<file path="config.mk">
export PLATFORM = sky130hd
export DESIGN_NAME = mux8_rr_arbiter_flat
export DESIGN_NICKNAME = d
export VERILOG_FILES = /design/src/rtl/mux8_rr_arbiter_if.sv /design/src/rtl/mux8_rr_arbiter.sv /design/src/flat_wrapper.sv
export SDC_FILE = /design/constraint.sdc
export NUM_CORES = 1
export LEC_CHECK = 0
export CORE_MARGIN = 2
export CORE_UTILIZATION = 49
export DETAILED_ROUTE_END_ITERATION = 8
export PLACE_DENSITY = 0.8
export SYNTH_ARGS = -nofsm -noshare
export SYNTH_HDL_FRONTEND = slang
export SYNTH_SLANG_ARGS = --single-unit
</file>
<file path="constraint.sdc">
create_clock -name clk -period 3.85 [get_ports clk]
set_clock_uncertainty 0.1 [all_clocks]
set_input_delay 0.385 -clock clk [delete_from_list [all_inputs] [get_ports clk]]
set_output_delay 0.385 -clock clk [all_outputs]
set_load 0.02 [all_outputs]
</file>
<file path="src/rtl/mux8_rr_arbiter_if.sv">
`default_nettype none
// ============================================================================
//  Module   : mux8_rr_arbiter_if
//  Brief    : Requester/consumer handshake bundle around the 8-way arbiter.
//  Revision : 1.0  initial release
// ============================================================================
interface mux8_rr_arbiter_if;
    logic [7:0] req;
    logic [7:0] req_mask;
    logic       out_ready;
    logic [2:0] sel;
    logic [7:0] grant;
    logic       out_valid;
    logic [7:0] ack;
    logic       busy;

    // master: requester/consumer side; slave: the arbiter itself
    modport master (
        output req, req_mask, out_ready,
        input  sel, grant, out_valid, ack, busy
    );

    modport slave (
        input  req, req_mask, out_ready,
        output sel, grant, out_valid, ack, busy
    );
endinterface
`default_nettype wire

</file>
<file path="src/rtl/mux8_rr_arbiter.sv">
`default_nettype none
// ============================================================================
//  Module   : mux8_rr_arbiter
//  Brief    : Round-robin arbiter with bounded bursts driving an 8:1 mux select.
//  Revision : 1.0  initial release
// ============================================================================
module mux8_rr_arbiter #(
    parameter int MAX_BURST = 4,
    parameter int CNT_W     = $clog2(MAX_BURST + 1)
) (
    input  logic                 clk,
    input  logic                 rst,
    mux8_rr_arbiter_if.slave     bus
);

    localparam logic [0:0]       c_IDLE  = 1'b0;
    localparam logic [0:0]       c_GRANT = 1'b1;
    localparam logic [CNT_W-1:0] c_LAST  = CNT_W'(MAX_BURST - 1);

    logic [0:0]       r_state;
    logic [7:0]       r_grant;
    logic [2:0]       r_sel;
    logic [2:0]       r_ptr;
    logic [CNT_W-1:0] r_cnt;

    logic [0:0]       w_state_nxt;
    logic [7:0]       w_grant_nxt;
    logic [2:0]       w_sel_nxt;
    logic [2:0]       w_ptr_nxt;
    logic [CNT_W-1:0] w_cnt_nxt;

    logic [7:0]       w_elig;
    logic [15:0]      w_dbl;
    logic [7:0]       w_rot;
    logic [2:0]       w_k;
    logic [2:0]       w_winner;
    logic             w_busy;
    logic             w_out_valid;
    logic             w_xfer;
    logic             w_release;

    // Rotate the eligible set so bit 0 is the pointer position; the lowest
    // set bit of the rotated vector is then the round-robin winner.
    assign w_elig   = bus.req & bus.req_mask;
    assign w_dbl    = {w_elig, w_elig};
    assign w_rot    = w_dbl[r_ptr +: 8];
    assign w_winner = r_ptr + w_k;

    always_comb begin
        w_k = 3'd0;
        for (int i = 7; i >= 0; i--) begin
            if (w_rot[i]) begin
                w_k = 3'(i);
            end
        end
    end

    assign w_busy      = (r_state == c_GRANT);
    assign w_out_valid = w_busy & bus.req[r_sel];
    assign w_xfer      = w_out_valid & bus.out_ready;
    assign w_release   = (w_xfer && (r_cnt == c_LAST)) || !bus.req[r_sel];

    // State register
    always_ff @(posedge clk) begin
        if (rst) begin
            r_state <= c_IDLE;
            r_grant <= 8'h00;
            r_sel   <= 3'd0;
            r_ptr   <= 3'd0;
            r_cnt   <= '0;
        end else begin
            r_state <= w_state_nxt;
            r_grant <= w_grant_nxt;
            r_sel   <= w_sel_nxt;
            r_ptr   <= w_ptr_nxt;
            r_cnt   <= w_cnt_nxt;
        end
    end

    // Next-state logic
    always_comb begin
        w_state_nxt = r_state;
        w_grant_nxt = r_grant;
        w_sel_nxt   = r_sel;
        w_ptr_nxt   = r_ptr;
        w_cnt_nxt   = r_cnt;
        case (r_state)
            c_IDLE: begin
                if (w_elig != 8'h00) begin
                    w_state_nxt = c_GRANT;
                    w_grant_nxt = 8'b1 << w_winner;
                    w_sel_nxt   = w_winner;
                    w_cnt_nxt   = '0;
                end
            end
            c_GRANT: begin
                if (w_release) begin
                    w_state_nxt = c_IDLE;
                    w_grant_nxt = 8'h00;
                    w_ptr_nxt   = r_sel + 3'd1;
                    w_cnt_nxt   = '0;
                end else if (w_xfer) begin
                    w_cnt_nxt   = r_cnt + 1'b1;
                end
            end
            default: begin
                w_state_nxt = c_IDLE;
                w_grant_nxt = 8'h00;
            end
        endcase
    end

    // Outputs
    always_comb begin
        bus.sel       = r_sel;
        bus.grant     = r_grant;
        bus.busy      = w_busy;
        bus.out_valid = w_out_valid;
        bus.ack       = r_grant & bus.req & {8{bus.out_ready}};
    end

endmodule
`default_nettype wire
</file>
<file path="src/flat_wrapper.sv">
// flat-port wrapper written by rule: the top's interface ports become plain ports
module mux8_rr_arbiter_flat 
#(
    parameter int MAX_BURST = 4,
    parameter int CNT_W     = $clog2(MAX_BURST + 1)
)
  (clk, rst, bus_req, bus_req_mask, bus_out_ready, bus_sel, bus_grant, bus_out_valid, bus_ack, bus_busy);
  mux8_rr_arbiter_if bus_i ();
  input  logic clk;
  input  logic rst;
  input wire logic [$bits(bus_i.req)-1:0] bus_req;
  input wire logic [$bits(bus_i.req_mask)-1:0] bus_req_mask;
  input wire logic [$bits(bus_i.out_ready)-1:0] bus_out_ready;
  output wire logic [$bits(bus_i.sel)-1:0] bus_sel;
  output wire logic [$bits(bus_i.grant)-1:0] bus_grant;
  output wire logic [$bits(bus_i.out_valid)-1:0] bus_out_valid;
  output wire logic [$bits(bus_i.ack)-1:0] bus_ack;
  output wire logic [$bits(bus_i.busy)-1:0] bus_busy;
  assign bus_i.req = bus_req;
  assign bus_i.req_mask = bus_req_mask;
  assign bus_i.out_ready = bus_out_ready;
  assign bus_sel = bus_i.sel;
  assign bus_grant = bus_i.grant;
  assign bus_out_valid = bus_i.out_valid;
  assign bus_ack = bus_i.ack;
  assign bus_busy = bus_i.busy;
  mux8_rr_arbiter #(.MAX_BURST(MAX_BURST), .CNT_W(CNT_W)) u_core (.clk(clk), .rst(rst), .bus(bus_i));
endmodule
</file>
==> results_dict.tcl, run 1 <==
set metrics [dict create \
    ys_ff_latch 18 \
    fmax_mhz 269.4 \
    p_total_mw 1.175 \
    finalMaxSlewViolations 0 \
    grt_pass1_vias 1664 \
    drive_gt1_share_pct 26.53 \
    worst_pin_slew_ns 0.5644 \
    drc 0 \
    end_kind "register" \
    layout.nets 270 \
    cts_tree "yes" \
    rsz0062_at_grt "false" \
    antennaDiodeCount 0 \
    synth-edff-count 0 \
    ir_drop_v 0.0003320 \
    critPathMaxFanout 4 \
    place_congestion 0.9155 \
    min_period_over_period_pct 96.42 \
    ant_nets 0 \
    placed_cell_area_mm2 0.002196 \
    die_h_um 61.17 \
    routed_wl_um 4812 \
    setup_violations 0 \
    drt_iter0_drc 131 \
    dieArea_mm2 0.003742 \
    cp_slowest_cell "clkdlybuf4s50_1" \
    cts_buffers 3 \
    synth_fp_nets 206 \
    vias 1718 \
    p_leak_nw 0.8945 \
    critPathTopFamily "simple AND/OR/NAND/NOR gates" \
    design.core.area_mm2 0.003078 \
    fin_cells 289 \
    postLayoutCellArea_mm2 0.002262 \
    dr.pass1.iters 4 \
    grt-ovfl-total 0 \
    grt_usage_pct 27.42 \
    die_x_um 61.17 \
    viasPerCell 5.945 \
    fp-row-count 20 \
    fin_crit_ns 3.712 \
    cts.sinks 18 \
    setup_ws_ns 0.1379 \
    antenna_found_initial 0 \
    post-place-ws_ns -0.1837 \
    tns_ns 0 \
    ios 40 \
    clk_pin_slew_ns 0.11 \
    portBuffers 39 \
    worstSetupStartpointType "input port" \
    wl_per_cell_um 16.65 \
    dp_hpwl_um 3789 \
    critPathMaxStageDelay_ns 0.50 \
    finalCoreUtilization_pct 73.50 \
    seq_area_frac_synth_pct 22.50 \
    drv_cap 0 \
    max_slew_margin_pct 62.09 \
    htree_levels 1 \
    hold_viol_final 0 \
    synth-async-reset-ratio_pct 0 \
    area_growth_pct 41.25 \
    critical_path_class "input port to register" \
    cts_max_path_buffers 2 \
    postSynthCellCount 182 \
    grt_max_degree 19 \
    path_cells "clkdlybuf4s50_1, nand2_1, mux4_2, mux2_4, nor2b_1, a211o_1, nor2b_1, ha_1, inv_1, fa_1, buf_4, nor2_1, nand2_1, nor3_1, nand3_1, nand3_1" \
    synth.avg_cell_area_um2 8.800 \
    hold_slack_ns 0.3795 \
    insertion_delay_ns 0.30 \
    grt_pass1_wl_um 7555 \
    synth-warning-count 0 \
    synth_ff_type "dfxtp_1" \
    status "completed" \
    hp-class "register to register" \
    cts_root_buffer "clkbuf_4" \
    cp.required_ns 4.01 \
    place_inst 285 \
    synth_cell_type_count 47 \
    initial_core_util_pct 52.03 \
    path_buf_inv 3 \
    p_per_area_mw_per_mm2 519.4 \
    arrival_ns 3.87 \
    netlist_area_mm2 0.001602 \
]
-- path summary, 6_finish.rpt --
kind	from	endpoint	slack, ns	depth (start not counted)
worst min-delay path	u_core.bus.grant[5]	u_core.bus.grant[5]	0.38	2
worst max-delay path	bus_req[7]	u_core.bus.grant[3]	0.14	16
worst min register to register	u_core.bus.grant[5]	u_core.bus.grant[5]	0.38	2
worst max register to register	u_core.r_ptr[1]	u_core.bus.grant[0]	0.28	13
-- sequential cells by signal (all words and copies together) (netlist names) --
signal            flops
u_core.bus.grant      8
u_core.bus.sel        3
u_core.r_cnt          3
u_core.r_ptr          3
u_core.bus.busy       1
-- routing by layer --
metal  GRT usage [%]  wire length (um)
met1           34.29              2006
met2           44.83              2408
met3           4.202               291
met4           15.84               106
met5               0                 0
-- power by group --
group	internal (mW)	switching, mW	total, mW
registers	0.230	0.0604	0.291
clock network	0.0578	0.0622	0.120
logic	0.372	0.393	0.764
total	0.660	0.515	1.18
-- cells in the mapped netlist, types with 4 or more instances --
cell	number	area, um^2
nand2_1	19	71.32
dfxtp_1	18	360.4
nand3_1	16	80.08
nor2_1	11	41.29
nor3_1	9	45.04
o21ai_1	9	45.04
and3_1	8	50.05
mux4_2	7	157.7
nand4_1	7	43.79
mux2i_1	6	60.06
nand4b_1	6	52.55
buf_6	5	56.30
inv_1	5	18.77
clkbuf_1	4	15.01
ha_1	4	50.05
-- tightest hold or removal path, stage by stage, from the launching register on --
cell,delay (ns)
dfxtp_1,0.33
nand2_1,0.05
nand3_1,0.05
-- logic make-up (layout without fill, tap and decap cells) --
| group | after synthesis | count (layout) | synth area share [%] |
|---|---|---|---|
| simple gates | 98 | 98 | 36.80 |
| compound gates | 21 | 21 | 8.436 |
| mux | 20 | 20 | 19.45 |
| flops | 18 | 18 | 22.50 |
| buf+inv | 17 | 80 | 6.797 |
| fa+ha+maj | 5 | 5 | 4.375 |
| xor+xnor | 3 | 3 | 1.641 |
-- timing repair --
action,4_1_cts,5_1_grt
hold buffers,0,0
setup buffers,0,0
endpoints found under the setup margin,0,5
resized for setup,0,8
-- layout by cell type (no fill, tap or decap), types with 2 or more instances in the layout --
cell type        Yosys  final
dfxtp_2              0      2
mux2_2               2      2
mux2i_2              3      3
inv_1                5      5
o21ai_1              9      9
dfxtp_1             18     16
and3_1               8      8
nand4bb_1            3      3
nand3_1             16     16
o21bai_1             2      2
nor2_1              11     11
nand2_1             19     18
buf_4                1     31
clkdlybuf4s50_1      0     39
nor2b_1              3      3
nor4_4               2      2
nand2b_1             2      2
clkbuf_4             0      3
nor3_1               9      5
a21oi_1              3      3
ha_1                 4      4
xnor2_1              2      2
nor3_2               0      4
nand4b_1             6      6
mux4_2               7      7
mux2_4               2      2
nand4_1              7      7
mux2i_1              6      6
a22oi_1              2      2
-- layout make-up --
cell class | instances | area (um^2)
tap | 44 | 55.05
clock buffer | 4 | 36.28
multi-input combinational | 147 | 1160
timing repair buffer | 70 | 623.1
inverter | 6 | 25.02
fill | 222 | 815.8
sequential | 18 | 362.8
Power figures use the tool's default switching activity.
==> run 2, diff against run 1 <==
--- a/config.mk
+++ b/config.mk
@@ -7,6 +7,7 @@
 export LEC_CHECK = 0
 export CORE_MARGIN = 2
 export CORE_UTILIZATION = 49
+export CTS_CLUSTER_DIAMETER = 120
 export DETAILED_ROUTE_END_ITERATION = 8
 export PLACE_DENSITY = 0.8
 export SYNTH_ARGS = -nofsm -noshare
==> results of run 2 <==
No change in the layout: final DEF, timing and power equal those of run 1.
